<file path="config.mk">
export PLATFORM = sky130hd
export DESIGN_NAME = game_sequencer
export DESIGN_NICKNAME = d
export VERILOG_FILES = /design/src/rtl/game_pkg.sv /design/src/rtl/game_tick_gen.sv /design/src/rtl/game_sequencer.sv
export SDC_FILE = /design/constraint.sdc
export NUM_CORES = 1
export LEC_CHECK = 0
export CAP_MARGIN = 10
export CORE_ASPECT_RATIO = 0.8
export CORE_MARGIN = 5
export CORE_UTILIZATION = 55
export DETAILED_ROUTE_END_ITERATION = 10
export PLACE_DENSITY = 0.78
export SLEW_MARGIN = 30
export SYNTH_ARGS = -nofsm -noshare
export SYNTH_HDL_FRONTEND = slang
export SYNTH_SLANG_ARGS = --single-unit
export TNS_END_PERCENT = 1
</file>
<file path="constraint.sdc">
create_clock -name clock -period 2.45 [get_ports clock]
set_clock_uncertainty 0.15 [all_clocks]
set_input_delay 0.49 -clock clock [delete_from_list [all_inputs] [get_ports clock]]
set_output_delay 0.49 -clock clock [all_outputs]
set_load 0.01 [all_outputs]
</file>
<file path="src/rtl/game_pkg.sv">
// Shared types and sizes for the brick-game play controller.
package game_pkg;

    localparam int unsigned BRICK_COUNT = 56;
    localparam int unsigned BRICK_CNT_W = 6;
    localparam int unsigned ROW_W       = 3;
    localparam int unsigned COL_W       = 3;
    localparam int unsigned LIVES_W     = 2;
    localparam int unsigned LEVEL_W     = 4;
    localparam int unsigned STATE_W     = 4;

    typedef enum logic [STATE_W-1:0] {
        ST_IDLE      = 4'd0,
        ST_SERVE     = 4'd1,
        ST_WAIT_TICK = 4'd2,
        ST_STEP      = 4'd3,
        ST_HIT       = 4'd4,
        ST_CHECK     = 4'd5,
        ST_LOST      = 4'd6,
        ST_CLEAR     = 4'd7,
        ST_OVER      = 4'd8
    } state_e;

    // Saturating level increment.
    function automatic logic [LEVEL_W-1:0] level_inc(input logic [LEVEL_W-1:0] lvl);
        return (lvl == {LEVEL_W{1'b1}}) ? lvl : lvl + LEVEL_W'(1);
    endfunction

endpackage

</file>
<file path="src/rtl/game_tick_gen.sv">
// Game tick divider: counts while enabled, period shrinks by 2x per level up to level 3.
module game_tick_gen
    import game_pkg::*;
#(
    parameter int unsigned TICK_DIV = 25_000_000
) (
    input  logic               clock,
    input  logic               reset,
    input  logic               en_i,
    input  logic               reload_i,
    input  logic [LEVEL_W-1:0] level_i,
    output logic               tick_c
);

    localparam int unsigned CNT_W = $clog2(TICK_DIV);
    localparam logic [CNT_W-1:0] LAST0 = CNT_W'(TICK_DIV - 1);
    localparam logic [CNT_W-1:0] LAST1 = CNT_W'((TICK_DIV >> 1) - 1);
    localparam logic [CNT_W-1:0] LAST2 = CNT_W'((TICK_DIV >> 2) - 1);
    localparam logic [CNT_W-1:0] LAST3 = CNT_W'((TICK_DIV >> 3) - 1);

    logic [CNT_W-1:0] cnt_q;
    logic [CNT_W-1:0] cnt_d;
    logic [CNT_W-1:0] last_c;

    // Terminal count for the current level.
    always_comb begin
        last_c = LAST3;
        if (level_i < LEVEL_W'(3)) begin
            case (level_i[1:0])
                2'd0:    last_c = LAST0;
                2'd1:    last_c = LAST1;
                default: last_c = LAST2;
            endcase
        end
    end

    assign tick_c = en_i && (cnt_q == last_c);

    always_comb begin
        cnt_d = cnt_q;
        if (reload_i) begin
            cnt_d = '0;
        end else if (en_i) begin
            cnt_d = tick_c ? '0 : cnt_q + CNT_W'(1);
        end
    end

    always_ff @(posedge clock or negedge reset) begin
        if (!reset) begin
            cnt_q <= '0;
        end else begin
            cnt_q <= cnt_d;
        end
    end

endmodule

</file>
<file path="src/rtl/game_sequencer.sv">
// Brick-game play controller: tick-paced step/hit/check loop with lives, level and handshake timeouts.
module game_sequencer
    import game_pkg::*;
#(
    parameter int unsigned TICK_DIV    = 25_000_000,
    parameter int unsigned LIVES       = 3,
    parameter int unsigned ACK_TIMEOUT = 15
) (
    input  logic                   clock,
    input  logic                   reset,
    input  logic                   start_btn,
    input  logic [BRICK_CNT_W-1:0] bricks_left,
    input  logic                   ball_missed,
    input  logic                   step_done,
    input  logic                   hit_done,
    output logic                   step_req,
    output logic                   hit_req,
    output logic                   serve,
    output logic                   bricks_reload,
    output logic                   score_clear,
    output logic [LIVES_W-1:0]     lives,
    output logic [LEVEL_W-1:0]     level,
    output logic [STATE_W-1:0]     state_o,
    output logic                   fault
);

    localparam int unsigned WAIT_W = $clog2(ACK_TIMEOUT + 1);
    localparam logic [WAIT_W-1:0]  WAIT_LAST  = WAIT_W'(ACK_TIMEOUT - 1);
    localparam logic [LIVES_W-1:0] LIVES_INIT = LIVES_W'(LIVES);

    state_e              state_q,         state_d;
    logic [LIVES_W-1:0]  lives_q,         lives_d;
    logic [LEVEL_W-1:0]  level_q,         level_d;
    logic [WAIT_W-1:0]   wait_q,          wait_d;
    logic                miss_q,          miss_d;
    logic                fault_q,         fault_d;
    logic                step_req_q,      step_req_d;
    logic                hit_req_q,       hit_req_d;
    logic                serve_q,         serve_d;
    logic                bricks_reload_q, bricks_reload_d;
    logic                score_clear_q,   score_clear_d;
    logic                tick_c;

    game_tick_gen #(
        .TICK_DIV (TICK_DIV)
    ) u_tick (
        .clock    (clock),
        .reset    (reset),
        .en_i     (state_q == ST_WAIT_TICK),
        .reload_i (state_q != ST_WAIT_TICK),
        .level_i  (level_q),
        .tick_c   (tick_c)
    );

    always_ff @(posedge clock or negedge reset) begin
        if (!reset) begin
            state_q         <= ST_IDLE;
            lives_q         <= LIVES_INIT;
            level_q         <= '0;
            wait_q          <= '0;
            miss_q          <= 1'b0;
            fault_q         <= 1'b0;
            step_req_q      <= 1'b0;
            hit_req_q       <= 1'b0;
            serve_q         <= 1'b0;
            bricks_reload_q <= 1'b0;
            score_clear_q   <= 1'b0;
        end else begin
            state_q         <= state_d;
            lives_q         <= lives_d;
            level_q         <= level_d;
            wait_q          <= wait_d;
            miss_q          <= miss_d;
            fault_q         <= fault_d;
            step_req_q      <= step_req_d;
            hit_req_q       <= hit_req_d;
            serve_q         <= serve_d;
            bricks_reload_q <= bricks_reload_d;
            score_clear_q   <= score_clear_d;
        end
    end

    // Requests hold their value; pulses default low so they last exactly one cycle.
    always_comb begin
        state_d         = state_q;
        lives_d         = lives_q;
        level_d         = level_q;
        wait_d          = wait_q;
        miss_d          = miss_q;
        fault_d         = fault_q;
        step_req_d      = step_req_q;
        hit_req_d       = hit_req_q;
        serve_d         = 1'b0;
        bricks_reload_d = 1'b0;
        score_clear_d   = 1'b0;

        unique case (state_q)
            ST_IDLE, ST_OVER: begin
                if (start_btn) begin
                    score_clear_d   = 1'b1;
                    bricks_reload_d = 1'b1;
                    lives_d         = LIVES_INIT;
                    level_d         = '0;
                    state_d         = ST_SERVE;
                end
            end
            ST_SERVE: begin
                serve_d = 1'b1;
                state_d = ST_WAIT_TICK;
            end
            ST_WAIT_TICK: begin
                if (tick_c) begin
                    step_req_d = 1'b1;
                    wait_d     = '0;
                    state_d    = ST_STEP;
                end
            end
            ST_STEP: begin
                if (step_req_q && step_done) begin
                    miss_d     = ball_missed;
                    step_req_d = 1'b0;
                    hit_req_d  = 1'b1;
                    wait_d     = '0;
                    state_d    = ST_HIT;
                end else if (wait_q == WAIT_LAST) begin
                    fault_d    = 1'b1;
                    miss_d     = 1'b0;
                    step_req_d = 1'b0;
                    hit_req_d  = 1'b1;
                    wait_d     = '0;
                    state_d    = ST_HIT;
                end else begin
                    wait_d = wait_q + WAIT_W'(1);
                end
            end
            ST_HIT: begin
                if ((hit_req_q && hit_done) || (wait_q == WAIT_LAST)) begin
                    if (!(hit_req_q && hit_done)) begin
                        fault_d = 1'b1;
                    end
                    hit_req_d = 1'b0;
                    wait_d    = '0;
                    state_d   = ST_CHECK;
                end else begin
                    wait_d = wait_q + WAIT_W'(1);
                end
            end
            ST_CHECK: begin
                if (bricks_left == '0) begin
                    state_d = ST_CLEAR;
                end else if (miss_q) begin
                    state_d = ST_LOST;
                end else begin
                    state_d = ST_WAIT_TICK;
                end
            end
            ST_LOST: begin
                if (lives_q <= LIVES_W'(1)) begin
                    lives_d = '0;
                    state_d = ST_OVER;
                end else begin
                    lives_d = lives_q - LIVES_W'(1);
                    state_d = ST_SERVE;
                end
            end
            ST_CLEAR: begin
                level_d         = level_inc(level_q);
                bricks_reload_d = 1'b1;
                state_d         = ST_SERVE;
            end
            default: begin
                state_d = ST_IDLE;
            end
        endcase
    end

    assign step_req      = step_req_q;
    assign hit_req       = hit_req_q;
    assign serve         = serve_q;
    assign bricks_reload = bricks_reload_q;
    assign score_clear   = score_clear_q;
    assign lives         = lives_q;
    assign level         = level_q;
    assign state_o       = state_q;
    assign fault         = fault_q;

endmodule

</file>
Word-level counts from Yosys, hierarchy flattened
Index checks and enable logic that the tools add are counted.
{"block": "word_totals", "reg_bits": 46, "out_inout_bits": 16}
{"block": "classes", "mux": 42, "n_reduce_logical": 23, "addsub": 4, "n_eq_ne": 21, "magnitude_cmp": 2}
{"operator": "two-way mux 25 bit", "n": 4}
{"operator": "case mux 25 bit (2 select lines)", "n": 1}
{"operator": "two-way mux 4 bit", "n": 12}
{"operator": "case mux 4 bit (8 select lines)", "n": 1}
{"operator": "adder 25 x 1 -> 25 bit, second input constant", "n": 1}
{"operator": "equality test 25 bit", "n": 1}
{"operator": "equality test 4 x 3 -> 1 bit, second input constant", "n": 4}
{"operator": "!= test 2 bit, second input constant", "n": 7}
{"operator": "two-way mux 1 bit", "n": 13}
{"operator": "equality test 4 bit, second input constant", "n": 3}
{"operator": "case mux 4 bit (3 select lines)", "n": 1}
{"operator": "nonzero test 2 bit", "n": 6}
{"operator": "AND reduction 3 bit", "n": 3}
{"operator": "adder 4 x 1 -> 4 bit, second input constant", "n": 2}
{"operator": "equality test 4 x 2 -> 1 bit, second input constant", "n": 2}
{"operator": "case mux 1 bit (2 select lines)", "n": 4}
{"operator": "case mux 4 bit (2 select lines)", "n": 1}
{"operator": "zero test 6 bit", "n": 1}
{"operator": "two-way mux 3 bit", "n": 2}
{"operator": "AND reduction 2 bit", "n": 3}
{"operator": "AND reduction 5 bit", "n": 1}
{"operator": "equality test 4 x 1 -> 1 bit, second input constant", "n": 1}
{"operator": "zero test 4 bit", "n": 1}
{"operator": "less-than comparator 4 x 2 -> 1 bit, second input constant", "n": 1}
{"operator": "13 further kinds", "n": 16}

Longest topological paths before layout
Gate-level depths: netlist of run 1.
{"block": "depth", "ltp_word": 8, "ltp_mapped": 10, "mapped_depth_nobuf": 8}

By module
Synthesis of run 1 repeated with hierarchy kept, for this count alone.
{"block": "hier_totals", "hier_cells": 335, "hier_area_um2": 2942.8}
{"mod": "game_tick_gen", "cells_per_inst": 220, "seq_area_each_um2": 625.6, "area_each_um2": 1779.2, "instances": 1}
{"mod": "game_sequencer", "cells_per_inst": 115, "seq_area_each_um2": 528.0, "area_each_um2": 1163.6, "instances": 1}

Least setup slack after synthesis of run 1
No wires, ideal clock.
{"block": "synth_timing", "path_kind": "reg-to-reg", "from": "register level_q[0], in the netlist level[0]", "to": "register u_tick.cnt_q[22]", "setup_ns": 0.119, "t_required_ns": 2.181, "n_path_buf": 2, "period_less_slack_ns": 2.295, "slack_ns": 0.155, "arrival_ns": 2.026, "stages_incl_launch_ff": 10, "cell_sequence": "dfrtp_1 ha_1 nor3_4 buf_4 a31oi_1 o221ai_1 nand4_1 o21ai_4 buf_6 nor2_1"}
{"block": "synth_between", "elab_chain_len": 8, "word_cells_on_any_way": 10, "classes_between": "1 x order compare; 2 x eq/ne; 5 x mux; 2 x reduce/logical"}
{"element": "start: declaration", "line_no": "game_sequencer.sv:33", "source": "logic [LEVEL_W-1:0] level_q, level_d;"}
{"element": "start signal: assignment", "line_no": "game_sequencer.sv:71", "source": "level_q <= level_d;"}
{"element": "parallel branches: the longest is 2 deep, another holds less-than comparator 4 x 2 -> 1 bit"}
{"element": "two-way mux 25 bit *", "line_no": "game_tick_gen.sv:28", "source": "if (level_i < LEVEL_W'(3)) begin"}
{"element": "equality test 25 bit *", "line_no": "game_tick_gen.sv:37", "source": "assign tick_c = en_i && (cnt_q == last_c);"}
{"element": "logical AND 1 bit *", "line_no": "game_tick_gen.sv:37"}
{"element": "two-way mux 25 bit *", "line_no": "game_tick_gen.sv:44", "source": "cnt_d = tick_c ? '0 : cnt_q + CNT_W'(1);"}
{"element": "two-way mux 25 bit *", "line_no": "game_tick_gen.sv:43", "source": "end else if (en_i) begin"}
{"element": "two-way mux 25 bit *", "line_no": "game_tick_gen.sv:41", "source": "if (reload_i) begin"}
{"element": "named net u_tick.cnt_d[22]", "line_no": "game_tick_gen.sv:22", "source": "logic [CNT_W-1:0] cnt_d;"}
{"element": "end signal: assignment", "line_no": "game_tick_gen.sv:52", "source": "cnt_q <= cnt_d;"}
{"element": "end: declaration", "line_no": "game_tick_gen.sv:21", "source": "logic [CNT_W-1:0] cnt_q;"}
Mark *: on every way through the listed nets, which the timed path passes. The select of a mux whose other input is x is not followed.
A chain may end at the register's enable or synchronous reset.

Worst setup path in the final report of run 1
{"block": "layout_timing", "from": "register level_q[0], in the netlist level[0]", "to": "register u_tick.cnt_q[5]"}
Same word-level chain as after synthesis.

==> results of run 1 <==
worst paths after layout:
| kind | from | endpoint | slack, ns | depth (start not counted) |
|---|---|---|---|---|
| hold reg to reg | fault | fault | 0.33 | 1 |
| setup / recovery | level[0] | u_tick.cnt_q[5] | 0.03 | 10 |
| min in group clock | fault | fault | 0.33 | 1 |
| max in group asynchronous | reset | lives[1] | 1.55 | 2 |
| setup reg to reg | level[0] | u_tick.cnt_q[5] | 0.03 | 10 |
| hold / removal | reset | u_tick.cnt_q[20] | 0.01 | 1 |
registers in the layout, summed over array words and instances, names as in the netlist:
register       flops
serve              1
score_clear        1
state_o            4
lives              2
level              4
bricks_reload      1
fault              1
miss_q             1
wait_q             4
step_req           1
u_tick.cnt_q      25
hit_req            1
cell families (layout without fill, tap and decap cells):
| logic type | Yosys count | count (layout) | synth area share, % |
|---|---|---|---|
| AND/OR/NAND/NOR | 142 | 142 | 27.5 |
| buffers and inverters | 21 | 67 | 3.85 |
| multiplexers | 3 | 3 | 1.13 |
| adder cells (fa/ha/maj) | 8 | 8 | 3.76 |
| AO/OA/AOI/OAI | 51 | 51 | 12.6 |
| flip-flops | 46 | 46 | 43.3 |
| XOR/XNOR | 24 | 24 | 7.89 |
per-layer routing:
| layer | vias to the layer above | track usage [%] |
|---|---|---|
| met1 | 1125 | 31.4 |
| met3 | 6 | 3.97 |
| met4 | 0 | 3.92 |
| met2 | 53 | 29.0 |
| li1 | 1123 | - |
| met5 | - | 0 |
metrics by stage:
step	utilization, %	hold slack, ns	setup WS (ns)	area [um^2]	std cells
final	71.4	0.0115	0.0334	3320	401
after global placement	66.6	0.313	0.108	3100	390
after floorplan	-	0.0444	0.155	2670	295
after global routing	71.4	0.0469	-0.0932	3320	401
after detailed placement	66.6	0.316	0.0511	3100	390
after CTS	69.0	0.0262	0.000941	3210	398
cell usage in the layout, fill, tap and decap left out, drive strengths merged, types with 2 or more instances in the layout:
master / instances
inv: 12
a31oi: 5
dfrtp: 44
o31ai: 2
or4: 2
and3: 6
a21oi: 12
nand2: 26
xnor2: 12
nand3: 18
clkbuf: 8
ha: 8
nor4b: 2
o221ai: 2
o21ai: 16
nand4: 9
buf: 21
nor4: 3
nor2: 47
dfstp: 2
mux2i: 3
a211o: 2
xor2: 12
clkdlybuf4s50: 26
or2: 2
nor2b: 2
nand2b: 5
nor3: 12
cell type report:
type / count / area, um^2 / share of cell area [%]
Clock buffer: 8 / 110 / 3.31
Inverter: 12 / 45.0 / 1.36
Multi-Input combinational cell: 228 / 1480 / 44.6
Sequential cell: 46 / 1150 / 34.7
Tap cell: 60 / 75.1 / 2.26
Timing Repair Buffer: 47 / 457 / 13.7
repair_timing:
item,CTS,global route
endpoints found under the setup margin,0,30
gates resized for setup,0,16
setup buffers,0,3
report_power, final:
part	internal [mW]	switching (mW)
clock network	0.285	0.250
logic	0.629	0.752
registers	0.883	0.0954
total	1.80	1.10
==> summary.txt, run 1 <==
Outcome
  • Status: finished, final reports clean

Die
  • Core area: 4650 um^2
  • Row Count: 22
  • Top-Level Pins: 28
  • Die height: 72.3 um
  • Die ar.: 6350 um^2
  • Initial core utilization: 57.3%
  • Die span in x: 87.8 um

Timing
  • Min Tclk post-route: 2.42 ns
  • Final TNS setup: 0 ns
  • Hold Fails Final Rpt: 0
  • Relative slew margins: 61.1%
  • Worst-Margin Slew: 0.578 ns
  • Max Fclk: 0.414 GHz
  • Setup Viol. Count Final: 0
  • Final worst-path cycle share: 98.6%
  • RSZ-0062 raised after global routing: yes
  • Max-slew violations: 0

Finish
  • Fill count: 357
  • Nets: 360
  • Layout cells sized above 1: 14.4%
  • Diodes inserted: 0
  • Layout area overhead: 24.7%

Logic synthesis
  • Top cell type's share of synthesized area: 41.3%
  • Cell Area, Synth: 2670 um^2
  • Synthesized flop and latch total: 46
  • Post-synth EDFFs: 0
  • Syn Area/Cell: 9.03 um^2
  • Synth async-reset ratio: 100%
  • Syn Inst Count: 295
  • Top-count cell post-synth: nor2_1
  • Yosys cell types: 56
  • Sequential-to-total area share from yosys stat: 43.3%
  • Synth top area cells: dfrtp_1 (41%), nor2_1 (6.6%), xnor2_1 (3.9%)
  • Synth top cells by count: nor2_1 (47), dfrtp_1 (44), nand2_1 (26)
  • Syn_nets: 315
  • Yosys Warn Count: 0
  • Synth Flop Type: dfrtp_1
  • Area leader, netlist: dfrtp_1

Pwr
  • PnR Total Power: 2.89 mW
  • PD cells: 871 nW/um^2
  • Worst IR Drop VDD: 715 uV
  • Static leakage: 1.37 nW

CTS
  • CTS max path bufs: 2
  • Worst-path clk slew: 0.08 ns
  • CTS Hold Bufs: 0
  • Clock latency on the worst-skew pair: 0.29 ns
  • Root Buffer: clkbuf_8
  • CTS tree: built
  • Num CTS Buffers: 5
  • CTS H-tree lvls: 2
  • Clock sinks: 46

Global routing
  • Global-route wire length before repair: 10.2 mm
  • GR Overflow Total: 0
  • Largest net degree at the start of global routing: 26
  • Vias in the first global route: 2171
  • Initial antenna violation count: 0
  • GRT Util Overall: 20.1%

Job
  • Number of maximum-capacitance violations: 0

Drt
  • Routed len/inst: 15.4 um
  • # DRC: 0
  • Met1 Wirelength: 3.14 mm
  • WL met3: 234 um
  • Routed vias/inst: 5.75
  • Top routing layer in use: met4
  • Via count: 2307
  • Antenna Nets Post-Route: 0
  • DRT Wirelength: 6.16 mm
  • WL met2: 2.73 mm
  • First-iteration detailed-routing DRC count: 195
  • Pre-antenna DRT Iters: 4

Worst hold path
  • HP Class: input port to asynchronous set/reset pin

Critical path
  • Crit Path Max Fanout: 25
  • Worst EP required: 2.48 ns
  • CP Cell Sequence: buf_6, inv_1, ha_2, nor3_1, a31oi_1, o221ai_1, nand4_1, o21ai_4, buf_12, nor2_1
  • Startpoint Class: register
  • CP Capture Type: register
  • CP peak stage delay: 0.38 ns
  • Worst Path Buf+Inv: 3
  • CP arrival: 2.45 ns
  • Slowest cell on crit path: dfrtp_1
  • CP top delay family: compound AO/OA/AOI/OAI gates
  • Setup CP Type: register to register

Place
  • Port bufs: 27
  • Final Wtd Congestion: 0.900
  • DP HPWL: 4.46 mm
Note: power is estimated with default switching activity, not from simulation.
==> run 2, diff against run 1 <==
--- a/config.mk
+++ b/config.mk
@@ -9,10 +9,12 @@
 export CORE_ASPECT_RATIO = 0.8
 export CORE_MARGIN = 5
 export CORE_UTILIZATION = 55
+export CTS_CLUSTER_SIZE = 16
 export DETAILED_ROUTE_END_ITERATION = 10
-export PLACE_DENSITY = 0.78
+export PLACE_DENSITY = 0.77
 export SLEW_MARGIN = 30
 export SYNTH_ARGS = -nofsm -noshare
 export SYNTH_HDL_FRONTEND = slang
+export SYNTH_HIERARCHICAL = 1
 export SYNTH_SLANG_ARGS = --single-unit
 export TNS_END_PERCENT = 1
==> run 2 against run 1 <==
  * The run now ends with setup timing left
  * Cell count grew 17%
  * First-iteration DRC count grew 56%
  * Via count grew 30%
  * Critical path type unchanged
  * Critical endpoint is now state_o[1]
  * Largest power group unchanged
==> summary.txt, run 2 <==
Die
  • Initial core utilization: 57.8%
  • Core area: 5090 um^2
  • Die height: 75.4 um
  • Row Count: 23
  • Top-Level Pins: 28
  • Die span in x: 91.8 um
  • Die ar.: 6920 um^2

Logic synthesis
  • Synth Area in Adders: 1.70%
  • Synth async-reset ratio: 100%
  • Syn Area/Cell: 8.78 um^2
  • Area leader, netlist: dfrtp_1
  • Synth Area in Compound Gates: 20.2%
  • Cell Area, Synth: 2940 um^2
  • Synthesized flop and latch total: 46
  • Sequential-to-total area share from yosys stat: 39.2%
  • Post-synth EDFFs: 0
  • Syn Inst Count: 335
  • Synth Flop Type: dfrtp_1
  • Post-synthesis xor/xnor area fraction: 0.595%
  • Post-synthesis simple-gate area fraction: 31.0%
  • Mux contribution to synthesized area: 2.47%
  • Yosys cell types: 73
  • Yosys Warn Count: 6
  • Main combinational cell family by area after synthesis: simple AND/OR/NAND/NOR gates
  • Top-count cell post-synth: dfrtp_1
  • Syn_nets: 351
  • Top cell type's share of synthesized area: 37.4%
  • Synth top area cells: dfrtp_1 (37%), nand2_1 (5.2%), nand3_1 (3.7%)
  • Synth top cells by count: dfrtp_1 (44), nand2_1 (41), nor2_1 (25)

Drt
  • Routed vias/inst: 6.39
  • # DRC: 0
  • Top routing layer in use: met4
  • Routed len/inst: 17.3 um
  • Pre-antenna DRT Iters: 6
  • Antenna Nets Post-Route: 0
  • WL met2: 3.69 mm
  • DRT Wirelength: 8.08 mm
  • WL met3: 438 um
  • First-iteration detailed-routing DRC count: 305
  • Met1 Wirelength: 3.79 mm
  • Via count: 2989

Global routing
  • GR Overflow Total: 0
  • Initial antenna violation count: 0
  • Vias in the first global route: 2707
  • Largest net degree at the start of global routing: 33
  • Global-route wire length before repair: 13.6 mm
  • GRT Util Overall: 24.8%

Job
  • Number of maximum-capacitance violations: 0

Outcome
  • Status: complete, but fails checks
  • Violated checks: setup timing

Finish
  • Largest register FFs: 25
  • Finished Layout Cells: 468
  • Layout area overhead: 29.0%
  • End-of-flow core utilization: 74.5%
  • Fill count: 354
  • Layout cells sized above 1: 23.6%
  • Diodes inserted: 0
  • Register area: 1150 um^2
  • Most frequent cells in the layout: buf_4 (54), dfrtp_1 (44), nand2_1 (39)
  • Area of the multi-input gates: 1730 um^2
  • Commonest non-fill, non-tap cell in the layout: buf_4
  • Nets: 421
  • Most flops, register: u_tick/cnt_q

Critical path
  • Worst EP required: 2.50 ns
  • CP top delay family: simple AND/OR/NAND/NOR gates
  • CP arrival: 2.94 ns
  • Worst Path Buf+Inv: 2
  • CP peak stage delay: 0.44 ns
  • CP Cell Sequence: nand2b_4, or3_4, inv_2, nand2_2, or4_4, a2111oi_4, nand4_1, inv_2, nor2_1, a21oi_2, o32ai_2, mux2_4
  • Critical path launch point: state_o[2]
  • Startpoint Class: register
  • R2r startpoint: state_o[2]
  • Crit-path most repeated cell: inv_2
  • Crit Path Max Fanout: 3
  • CP Capture Type: register
  • Slowest cell on crit path: or4_4
  • Setup CP Type: register to register

CTS
  • Worst-path clk slew: 0.09 ns
  • Clock sinks: 46
  • Clock latency on the worst-skew pair: 0.31 ns
  • Root Buffer: clkbuf_8
  • CTS H-tree lvls: 2
  • Num CTS Buffers: 5
  • CTS max path bufs: 2
  • CTS tree: built
  • CTS Hold Bufs: 0

Place
  • Port bufs: 27
  • Post-Place Setup Slack: -0.445 ns
  • DP HPWL: 5.75 mm
  • Placed cell count: 458
  • Final Wtd Congestion: 0.859

Timing
  • Final worst-path cycle share: 118%
  • RSZ-0062 raised after global routing: yes
  • Min Tclk post-route: 2.89 ns
  • Max Fclk: 0.346 GHz
  • Post-route worst setup slack: -0.440 ns
  • Worst Hold Margin: 0.0757 ns
  • Hold Fails Final Rpt: 0
  • Setup Viol. Count Final: 32
  • Relative slew margins: 52.5%
  • Max-slew violations: 0
  • Worst-Margin Slew: 0.712 ns

Pwr
  • Pint: 1.70 mW
  • Clock share of power: 17.6%
  • PnR Total Power: 2.83 mW
  • Psw: 1.13 mW
  • Sw Share: 39.8%
  • Static leakage: 1.57 nW
  • Worst IR Drop VDD: 494 uV
  • PD cells: 746 nW/um^2
  • Sequential Power Share: 33.9%
  • Logic pwr share: 48.5%

Worst hold path
  • HP Class: input port to asynchronous set/reset pin
## run 2: cell count changes after synthesis, moves of 11 or more
cell / before / now
nand2_1: 26 / 41
xor2_1: 12 / 1
nor2_1: 47 / 25
xnor2_1: 12 / 1
## run 2: stage by stage
step / instance area (um^2) / TNS (ns)
after floorplan: 2970 / -12.05
after global placement: 3620 / -3.01
after detailed placement: 3620 / -5.52
after CTS: 3760 / -5.59
after global routing: 3800 / -8.96
final: 3800 / -5.90
## run 2: layer usage
layer / up-vias / track usage [%]
li1: 1405 / -
met1: 1457 / 35.7
met2: 112 / 39.4
met3: 15 / 3.36
met4: 0 / 8.40
met5: - / 0
## run 2: layout make-up
type                            count  area share (%)
Multi-Input combinational cell    256            45.6
Sequential cell                    46            30.4
Timing Repair Buffer               82            18.2
Clock buffer                        7            2.27
Tap cell                           62            2.04
Inverter                           14            1.38
Clock inverter                      1           0.132
## run 2: path summary, 6_finish.rpt
path | to | slack [ns] | cells after the start
min in group clock | fault | 0.34 | 1
max in group asynchronous | u_tick/cnt_q[19] | 1.47 | 2
max | state_o[1] | -0.44 | 12
max reg2reg | state_o[1] | -0.44 | 12
min reg2reg | fault | 0.34 | 1
min | u_tick/cnt_q[12] | 0.08 | 1
## run 2: power groups by stage
stage	clock, mW	combinational, mW	sequential (mW)
CTS	0.503	1.31	0.957
finish	0.497	1.37	0.961
floorplan	0	0.707	1.03
detailed placement	0	1.29	0.971
global route	0.535	1.48	0.976
global placement	0	1.25	0.964
## run 2: what timing repair did
item,CTS,global route
gates resized for setup,8,8
setup buffers,1,1
setup endpoints to repair,32,32
pin swaps,13,1
## run 2: cell families (layout without fill, tap and decap cells)
| logic type | count (synthesis) | count (layout) |
|---|---|---|
| flip-flops | 46 | 46 |
| AND/OR/NAND/NOR | 163 | 163 |
| AO/OA/AOI/OAI | 80 | 80 |
| buffers and inverters | 33 | 104 |
| XOR/XNOR | 2 | 2 |
| multiplexers | 7 | 7 |
| adder cells (fa/ha/maj) | 4 | 4 |
